`config.mk`:
```
export PLATFORM = sky130hd
export DESIGN_NAME = fc_2nd_mac_engine_flat
export DESIGN_NICKNAME = d
export VERILOG_FILES = /design/src/rtl/fc_mem_if.sv /design/src/rtl/fc_2nd_mac_engine.sv /design/src/flat_wrapper.sv
export SDC_FILE = /design/constraint.sdc
export NUM_CORES = 2
export LEC_CHECK = 0
export BUFFER_PORTS_ARGS = -buffer_cell sky130_fd_sc_hd__buf_2
export CORE_AREA = 2 2 411 413
export DETAILED_ROUTE_END_ITERATION = 6
export DIE_AREA = 0 0 413 415
export PLACE_DENSITY = 0.47
export SLEW_MARGIN = 40
export SYNTH_ARGS = -nofsm -noshare
export SYNTH_HDL_FRONTEND = slang
export SYNTH_SLANG_ARGS = --single-unit
export TNS_END_PERCENT = 20
```
`constraint.sdc`:
```
create_clock -name CLK -period 16.1 [get_ports CLK]
set_input_delay 1.61 -clock CLK [delete_from_list [all_inputs] [get_ports CLK]]
set_output_delay 1.61 -clock CLK [all_outputs]
set_load 0.01 [all_outputs]
```
`src/rtl/fc_mem_if.sv`:
```
// Read port bundle between the MAC engine and its data RAM / weight ROM.
// Master drives the strobe and addresses; slave returns five words.
interface fc_mem_if #(
  parameter int Bit_width = 16
);
  logic                        Read_Enable;
  logic [3:0]                  Read_Width;
  logic [5:0]                  Weight_Addr;
  logic signed [Bit_width-1:0] data_in_0;
  logic signed [Bit_width-1:0] data_in_1;
  logic signed [Bit_width-1:0] data_in_2;
  logic signed [Bit_width-1:0] data_in_3;
  logic signed [Bit_width-1:0] data_in_4;
  logic signed [Bit_width-1:0] weight_in_0;
  logic signed [Bit_width-1:0] weight_in_1;
  logic signed [Bit_width-1:0] weight_in_2;
  logic signed [Bit_width-1:0] weight_in_3;
  logic signed [Bit_width-1:0] weight_in_4;

  modport master (
    output Read_Enable, Read_Width, Weight_Addr,
    input  data_in_0, data_in_1, data_in_2,
    input  data_in_3, data_in_4,
    input  weight_in_0, weight_in_1, weight_in_2,
    input  weight_in_3, weight_in_4
  );

  modport slave (
    input  Read_Enable, Read_Width, Weight_Addr,
    output data_in_0, data_in_1, data_in_2,
    output data_in_3, data_in_4,
    output weight_in_0, weight_in_1, weight_in_2,
    output weight_in_3, weight_in_4
  );
endinterface

```
`src/rtl/fc_2nd_mac_engine.sv`:
```
// Second fully-connected layer: 20-tap fixed-point MAC per neuron,
// four 5-word chunks per neuron, one result per 9 cycles.
module fc_2nd_mac_engine #(
  parameter int Bit_width   = 16,
  parameter int Num_Neurons = 10,
  parameter int Frac_bits   = 8,
  parameter int Use_ReLU    = 0
) (
  input  logic                        CLK,
  input  logic                        RST_N,
  input  logic                        start,
  fc_mem_if.master                    mem,
  output logic signed [Bit_width-1:0] result,
  output logic                        result_valid,
  output logic [3:0]                  result_index,
  output logic                        busy,
  output logic                        done
);
  localparam int PW = 2 * Bit_width;
  localparam int AW = 2 * Bit_width + 6;
  localparam logic [3:0] LAST = 4'(Num_Neurons - 1);
  localparam logic signed [AW-1:0] SAT_HI =
    {{(AW-Bit_width+1){1'b0}}, {(Bit_width-1){1'b1}}};
  localparam logic signed [AW-1:0] SAT_LO =
    {{(AW-Bit_width+1){1'b1}}, {(Bit_width-1){1'b0}}};

  typedef enum logic [2:0] {
    IDLE, READ, MAC, OUT, DONE
  } state_t;

  state_t state, state_nx;
  logic [1:0] chunk;
  logic [3:0] neuron;
  logic signed [AW-1:0] acc, acc_sum, shifted;
  logic signed [Bit_width-1:0] sat, result_nx;
  logic signed [Bit_width-1:0] d [5];
  logic signed [Bit_width-1:0] w [5];

  assign d = '{mem.data_in_0, mem.data_in_1, mem.data_in_2,
               mem.data_in_3, mem.data_in_4};
  assign w = '{mem.weight_in_0, mem.weight_in_1, mem.weight_in_2,
               mem.weight_in_3, mem.weight_in_4};

  assign mem.Read_Enable = (state == READ);
  assign mem.Read_Width  = {chunk, 2'b00} + {2'b00, chunk};
  assign mem.Weight_Addr = {neuron, 2'b00} + {4'b0000, chunk};
  assign result_valid    = (state == OUT);
  assign done            = (state == DONE);
  assign busy            = (state != IDLE);

  always_comb begin
    state_nx = state;
    unique case (state)
      IDLE:    if (start) state_nx = READ;
      READ:    state_nx = MAC;
      MAC:     state_nx = (chunk == 2'd3) ? OUT : READ;
      OUT:     state_nx = (neuron == LAST) ? DONE : READ;
      DONE:    state_nx = IDLE;
      default: state_nx = IDLE;
    endcase
  end

  // Products are full-width and sign-extended into the wide accumulator.
  always_comb begin
    acc_sum = acc;
    for (int k = 0; k < 5; k++)
      acc_sum = acc_sum + AW'(PW'(d[k]) * PW'(w[k]));
  end

  always_comb begin
    shifted = acc_sum >>> Frac_bits;
    sat     = shifted[Bit_width-1:0];
    if (shifted > SAT_HI)
      sat = SAT_HI[Bit_width-1:0];
    else if (shifted < SAT_LO)
      sat = SAT_LO[Bit_width-1:0];
    result_nx = sat;
    if (Use_ReLU != 0 && sat[Bit_width-1])
      result_nx = '0;
  end

  always_ff @(posedge CLK) begin
    if (!RST_N) begin
      state        <= IDLE;
      chunk        <= 2'd0;
      neuron       <= 4'd0;
      acc          <= '0;
      result       <= '0;
      result_index <= 4'd0;
    end else begin
      state <= state_nx;
      // Fresh neuron: READ entered from IDLE or OUT.
      if (state_nx == READ && state != MAC)
        acc <= '0;
      if (state == MAC) begin
        acc   <= acc_sum;
        chunk <= chunk + 2'd1;
      end
      if (state == OUT)
        neuron <= (neuron == LAST) ? 4'd0 : neuron + 4'd1;
      if (state_nx == OUT) begin
        result       <= result_nx;
        result_index <= neuron;
      end
    end
  end
endmodule
```
`src/flat_wrapper.sv`:
```
// flat-port wrapper written by rule: the top's interface ports become plain ports
module fc_2nd_mac_engine_flat 
#(
  parameter int Bit_width   = 16,
  parameter int Num_Neurons = 10,
  parameter int Frac_bits   = 8,
  parameter int Use_ReLU    = 0
)
  (CLK, RST_N, start, result, result_valid, result_index, busy, done, mem_Read_Enable, mem_Read_Width, mem_Weight_Addr, mem_data_in_0, mem_data_in_1, mem_data_in_2, mem_data_in_3, mem_data_in_4, mem_weight_in_0, mem_weight_in_1, mem_weight_in_2, mem_weight_in_3, mem_weight_in_4);
  fc_mem_if #(.Bit_width(Bit_width)) mem_i ();
  input  logic CLK;
  input  logic RST_N;
  input  logic start;
  output logic signed [Bit_width-1:0] result;
  output logic result_valid;
  output logic [3:0] result_index;
  output logic busy;
  output logic done;
  output wire logic [$bits(mem_i.Read_Enable)-1:0] mem_Read_Enable;
  output wire logic [$bits(mem_i.Read_Width)-1:0] mem_Read_Width;
  output wire logic [$bits(mem_i.Weight_Addr)-1:0] mem_Weight_Addr;
  input wire logic [$bits(mem_i.data_in_0)-1:0] mem_data_in_0;
  input wire logic [$bits(mem_i.data_in_1)-1:0] mem_data_in_1;
  input wire logic [$bits(mem_i.data_in_2)-1:0] mem_data_in_2;
  input wire logic [$bits(mem_i.data_in_3)-1:0] mem_data_in_3;
  input wire logic [$bits(mem_i.data_in_4)-1:0] mem_data_in_4;
  input wire logic [$bits(mem_i.weight_in_0)-1:0] mem_weight_in_0;
  input wire logic [$bits(mem_i.weight_in_1)-1:0] mem_weight_in_1;
  input wire logic [$bits(mem_i.weight_in_2)-1:0] mem_weight_in_2;
  input wire logic [$bits(mem_i.weight_in_3)-1:0] mem_weight_in_3;
  input wire logic [$bits(mem_i.weight_in_4)-1:0] mem_weight_in_4;
  assign mem_Read_Enable = mem_i.Read_Enable;
  assign mem_Read_Width = mem_i.Read_Width;
  assign mem_Weight_Addr = mem_i.Weight_Addr;
  assign mem_i.data_in_0 = mem_data_in_0;
  assign mem_i.data_in_1 = mem_data_in_1;
  assign mem_i.data_in_2 = mem_data_in_2;
  assign mem_i.data_in_3 = mem_data_in_3;
  assign mem_i.data_in_4 = mem_data_in_4;
  assign mem_i.weight_in_0 = mem_weight_in_0;
  assign mem_i.weight_in_1 = mem_weight_in_1;
  assign mem_i.weight_in_2 = mem_weight_in_2;
  assign mem_i.weight_in_3 = mem_weight_in_3;
  assign mem_i.weight_in_4 = mem_weight_in_4;
  fc_2nd_mac_engine #(.Bit_width(Bit_width), .Num_Neurons(Num_Neurons), .Frac_bits(Frac_bits), .Use_ReLU(Use_ReLU)) u_core (.CLK(CLK), .RST_N(RST_N), .start(start), .mem(mem_i), .result(result), .result_valid(result_valid), .result_index(result_index), .busy(busy), .done(done));
endmodule
```
==> Word level (Yosys, flattened, before mapping) <==
Index checks and enable logic that the tools add are counted.
{ "word_totals": {"inputBits": 163, "output_inout_bits": 34, "elab_cells": 44, "reg_bits": 67} }
{ "op_classes": {"muxes": 9, "n_reduce_logical": 4, "magnitude_cmp": 2, "add_sub_neg": 9, "n_eq_ne": 9, "mul": 5} }
{ "ops": {"columns": ["cell", "count"], "rows": [
  ["16-bit by 16-bit multiplier with 32-bit output", 5],
  ["38-bit adder", 4],
  ["38-bit two-way mux", 2],
  ["38-bit by 32-bit adder with 38-bit output", 1],
  ["16-bit two-way mux", 2],
  ["30-bit by 16-bit > comparator with 1-bit output, second input constant", 1],
  ["30-bit by 16-bit < comparator with 1-bit output, second input constant", 1],
  ["3-bit case mux with 4 select lines", 1],
  ["3-bit by 2-bit equality test with 1-bit output, second input constant", 3],
  ["6-bit by 2-bit adder with 6-bit output", 1],
  ["3-bit by 1-bit equality test with 1-bit output, second input constant", 2],
  ["3-bit two-way mux", 2],
  ["4-bit by 1-bit adder with 4-bit output, second input constant", 1],
  ["4-bit by 2-bit adder with 4-bit output", 1],
  ["4-bit equality test, second input constant", 1],
  ["4-bit two-way mux", 1],
  ["3-bit equality test, second input constant", 1],
  ["3-bit logical NOT", 1],
  ["3-bit by 2-bit != test with 1-bit output, second input constant", 1],
  ["3-bit nonzero test", 1],
  ["2-bit by 1-bit adder with 2-bit output, second input constant", 1],
  ["2-bit equality test, second input constant", 1],
  ["2-bit two-way mux", 1],
  ["2-bit nonzero test", 1],
  ["1-bit logical AND", 1]
]} }

==> Logic depth before layout (Yosys ltp) <==
{ "depth": {"depth_word": 9, "mapped_depth": 53, "mapped_depth_nobuf": 51} }

==> Worst setup path after synthesis <==
Ideal clock, no wire load.
{ "synth_timing": {"path_kind": "input to register", "start": "input port mem_weight_in_0[1]", "end": "register u_core.result[10]", "arrival_time_ns": 13.405, "stages": 49, "setup_time_ns": 0.122, "path_slack_ns": 2.574, "cell_sequence": "clkbuf_1 -> nand2_1 -> fa_1 -> inv_1 -> fa_1 -> inv_1 -> fa_1 -> fa_1 -> fa_1 -> fa_1 -> inv_1 -> ha_1 -> a21o_1 -> a21oi_1 -> o21bai_1 -> a311o_1 -> nand4_1 -> a21oi_1 -> (+13 left out) -> inv_1 -> fa_1 -> inv_1 -> ha_1 -> clkbuf_2 -> nand4_1 -> inv_1 -> nand4_1 -> or2_2 -> o2111ai_1 -> a21oi_1 -> xnor2_1 -> or3_4 -> nor4_4 -> nand3_2 -> o31ai_4 -> buf_8 -> a21oi_2"} }
{ "synth_via": {"elab_chain_len": 9, "word_cells_on_any_way": 10, "cone_classes": "add/sub (5); mul (1); order compare (2); mux (2)"} }
{ "synth_lines": {"columns": ["item", "line", "text"], "rows": [
  ["start, declared", "flat_wrapper.sv:27", "input wire logic [$bits(mem_i.weight_in_0)-1:0] mem_weight_in_0;"],
  ["16-bit by 16-bit multiplier with 32-bit output (*)", "fc_2nd_mac_engine.sv:67", "acc_sum = acc_sum + AW'(PW'(d[k]) * PW'(w[k]));"],
  ["38-bit adder (*) (4 in a row)", "fc_2nd_mac_engine.sv:67", null],
  ["38-bit by 32-bit adder with 38-bit output (*)", "fc_2nd_mac_engine.sv:67", null],
  ["30-bit by 16-bit < comparator with 1-bit output", "fc_2nd_mac_engine.sv:75", "else if (shifted < SAT_LO)"],
  ["16-bit two-way mux", "fc_2nd_mac_engine.sv:75", null],
  ["16-bit two-way mux (*)", "fc_2nd_mac_engine.sv:73", "if (shifted > SAT_HI)"],
  ["end signal, assigned", "fc_2nd_mac_engine.sv:102", "result <= result_nx;"],
  ["end, declared", "fc_2nd_mac_engine.sv:13", "output logic signed [Bit_width-1:0] result,"]
]} }
Mark *: on every way between the ends. The rest lies on a longest branch, timed or not.
A chain may end at the register's enable or synchronous reset.

==> Final worst setup path <==
{ "layout_timing": {"start": "input port mem_weight_in_0[4]", "end": "register u_core.result[10]"} }
The elaborated chain is that of the path after synthesis.

==> summary.md <==
| Metric | Value |
|---|---|
| Status | finished clean |
| CTS clock-pin slew for the worst setup and hold paths | around 60 ps |
| Worst Path Required | 16400 ps |
| Final Hold Viols | 0 |
| Die Wd | around 410 um |
| Worst Path Max Fanout | 16 |
| CP Class | in -> reg |
| Most area-hungry cell type in the Yosys netlist | fa_1 |
| Register area share after synthesis | between 2 and 2.5% |
| Die ar. | 0.171 mm2 |
| Root Driver | clkbuf_16 |
| DR vias | between 30k and 40k |
| Antenna viol nets, final | 0 |
| Fin crit period | 14650 ps |
| Vias per cell | ~4.6 |
| Postcts setup bufs | 0 |
| Ys flop type | dfxtp_1 |
| Slew margin rel. | between 40% and 50% |
| Final std cells w/o fill | around 8.4k |
| Core footprint | approximately 0.17 mm2 |
| GRT Total Usage | a little under a fifth |
| Router iterations before antenna repair | 5 |
| Slew Limit Fails | 0 |
| CP endpoint kind | flip-flop |
| Routability cong. | roughly 0.86 |
| RSZ-0062 raised after global routing | no |
| Net Count, Synth | ~8k |
| Post-route clock skew | around 15 ps |
| Crit path launch type | primary input |
| Insertion delay to the later sink of the worst-skew pair | 370 ps |
| CTS-repair resized insts | 0 |
| Antenna violations before repair | 7 |
| Vias in the first global route | between 40k and 50k |
| FILL cells | ~17k |
| Post-CTS Hold Buffers | 0 |
| Post-synth EDFFs | 0 |
| Drt total wl | between 150 and 200 mm |
| First-pass GRT wire length | 249 mm |
| Setup TNS | 0 ps |
| Port bufs | 196 |
| Nets@finish | around 8.3k |
| Asr flop ratio synth | 0% |
| Dpl cells | 8348 |
| Initial detailed-routing violation count | ~1.7k |
| Period Utilization, post-route | between 90 and 100% |
| Slew of the pin with the lowest slew margin | around 800 ps |
| Post-Syn Area | between 0.05 and 0.06 mm2 |
| Largest net degree at the start of global routing | 52 |
| #FFs+latches synth | 67 |
| Crit-path leading delay family | adder cells |
| Area Overhead vs Synth | 6.10% |
| CP dominant cell by count | fa_1 |
| I/O pins | between 150 and 200 |
| Final setup fails | 0 |
| Clock sink count | 67 |
| Max incr delay on CP | 690 ps |
| Synth warn | 0 |
| Synth top area share | 53.4% |
| Cells after synthesis | between 6k and 7k |
| Peak Freq | slightly below 70 MHz |
| Arr. time, crit path | about 15000 ps |
| Syn avg cell area | ~9.2 um2 |
| Drt wl/cell | around 18 um |
| Starting density of the core | 33.9% |
| Total gr overflow | 0 |
| Share of cells above drive strength 1 | under 10% |
| Site Rows | 150 |
| H-tree Lvls | 3 |
| Buf/Inv on CP | 10 |
| Number of inserted diodes | 0 |
| Hpwl dp | about 130 mm |
| Clock buffer count from CTS | 9 |
| R2r setup slk | between 8000 and 9000 ps |
| Maximum root-to-sink buffer count | 2 |
| Top cells by area, synth | fa_1 (53%), inv_1 (11%), ha_1 (9.8%) |
| Max cap viols | 0 |
| Hold Crit Class | reg -> reg |
| CTS tree | done |
| Netlist cell types | 84 |
| Vert. Die Dim | 415 um |
| CP max stage cell | a2111oi_0 |
| Drc violations | 0 |
[per-stage QoR]
step | setup WS, ps | hold WS (ps) | utilization [%] | area [um2]
after floorplan | 2570 | 454 | - | 56500
after global placement | 1200 | 443 | 35.7 | 59500
after detailed placement | 1110 | 445 | 35.8 | 59600
after CTS | 1440 | 453 | 35.9 | 59900
after global routing | 656 | 481 | 36.0 | 59900
final | 1450 | 451 | 36.0 | 59900
[cell families after synthesis]
logic type / after synthesis / share of synthesized area [%]
adders and majority gates: 1949 / 63.2
buffers and inverters: 1865 / 12.5
and+or+nand+nor: 1647 / 14.2
AOI/OAI and AO/OA: 410 / 4.77
xor gates and xnor gates: 190 / 3.00
DFF: 67 / 2.38
[cell type report]
class | instances | area (um2) | share of cell area (%)
Clock inverter | 5 | 60.1 | 0.100
Clock buffer | 11 | 243 | 0.405
Sequential cell | 67 | 1340 | 2.24
Inverter | 1678 | 6300 | 10.5
Tap cell | 2204 | 2760 | 4.60
Multi-Input combinational cell | 4196 | 48200 | 80.4
Timing Repair Buffer | 203 | 1030 | 1.72
[metal layers]
metal,share of wire (%),global-route usage [%],wire length (um)
met4,1.2,2.66,1900
met1,46,25.9,69800
met2,50,32.7,76600
met5,0.026,0,40
met3,2.7,0.667,4120
[flip-flops by register name, indices dropped and copies added (netlist names)]
| signal | count |
|---|---|
| u_core.chunk | 2 |
| u_core.acc | 38 |
| u_core.result_index | 4 |
| u_core.neuron | 4 |
| u_core.state | 3 |
| u_core.result | 16 |
[synthesized netlist by cell type (9+ instances only)]
| cell type | count |
|---|---|
| dfxtp_1 | 67 |
| clkbuf_1 | 174 |
| o21bai_1 | 20 |
| a21oi_2 | 12 |
| or3_1 | 14 |
| nand2b_1 | 56 |
| a22oi_1 | 35 |
| a21oi_1 | 130 |
| o21ai_0 | 66 |
| o21ai_1 | 12 |
| inv_1 | 1675 |
| nor3_1 | 23 |
| fa_1 | 1505 |
| and2_1 | 528 |
| a21o_1 | 43 |
| nor2_1 | 157 |
| o21a_1 | 13 |
| xor2_1 | 42 |
| nor2b_1 | 12 |
| and3_1 | 10 |
| nand2_1 | 771 |
| nand3_1 | 33 |
| a211oi_1 | 9 |
| nand4_1 | 11 |
| ha_1 | 444 |
| xnor2_1 | 144 |
[path summary, 6_finish.rpt]
path                          start                      to  cells after the start
max              mem_weight_in_0[4]       u_core.result[10]                     46
min          u_core.result_index[0]  u_core.result_index[0]                      2
max reg2reg          u_core.acc[13]       u_core.result[10]                     22
min reg2reg  u_core.result_index[0]  u_core.result_index[0]                      2
[layout by cell type (no fill, tap or decap), types with 4 or more instances in the layout]
cell type / synthesis / routed
nand3_1: 33 / 33
nor2_1: 157 / 157
and2_1: 528 / 528
clkbuf_16: 0 / 9
a22oi_1: 35 / 35
nor2b_1: 12 / 12
and3_1: 10 / 10
inv_1: 1675 / 1675
o31ai_1: 6 / 6
o21ai_1: 12 / 12
xnor2_1: 144 / 132
or2_2: 6 / 6
nand4_1: 11 / 11
nand2_1: 771 / 771
nor3b_1: 6 / 5
buf_2: 0 / 196
o31a_1: 4 / 4
nand2b_1: 56 / 56
o21ai_0: 66 / 66
dfxtp_1: 67 / 67
nor3_1: 23 / 23
buf_4: 5 / 7
ha_1: 444 / 444
a21oi_1: 130 / 130
a211o_1: 7 / 7
xor2_1: 42 / 41
xnor2_2: 3 / 15
fa_1: 1505 / 1505
or3_1: 14 / 14
o21bai_1: 20 / 20
a21oi_2: 12 / 12
o211ai_1: 6 / 6
a211oi_1: 9 / 9
a31oi_1: 8 / 8
o21a_1: 13 / 13
a21o_1: 43 / 43
[worst register-to-register path: cells and delay by family, from the launching register on]
family / cells / cell delay (ps)
AOI/OAI and AO/OA: 8 / 2480
xor gates and xnor gates: 1 / 250
and+or+nand+nor: 3 / 560
DFF: 1 / 350
adders and majority gates: 8 / 3880
buffers and inverters: 2 / 120
Power is not shown: default switching activity piles up to over one toggle a cycle in this logic, so the estimate is an artifact.
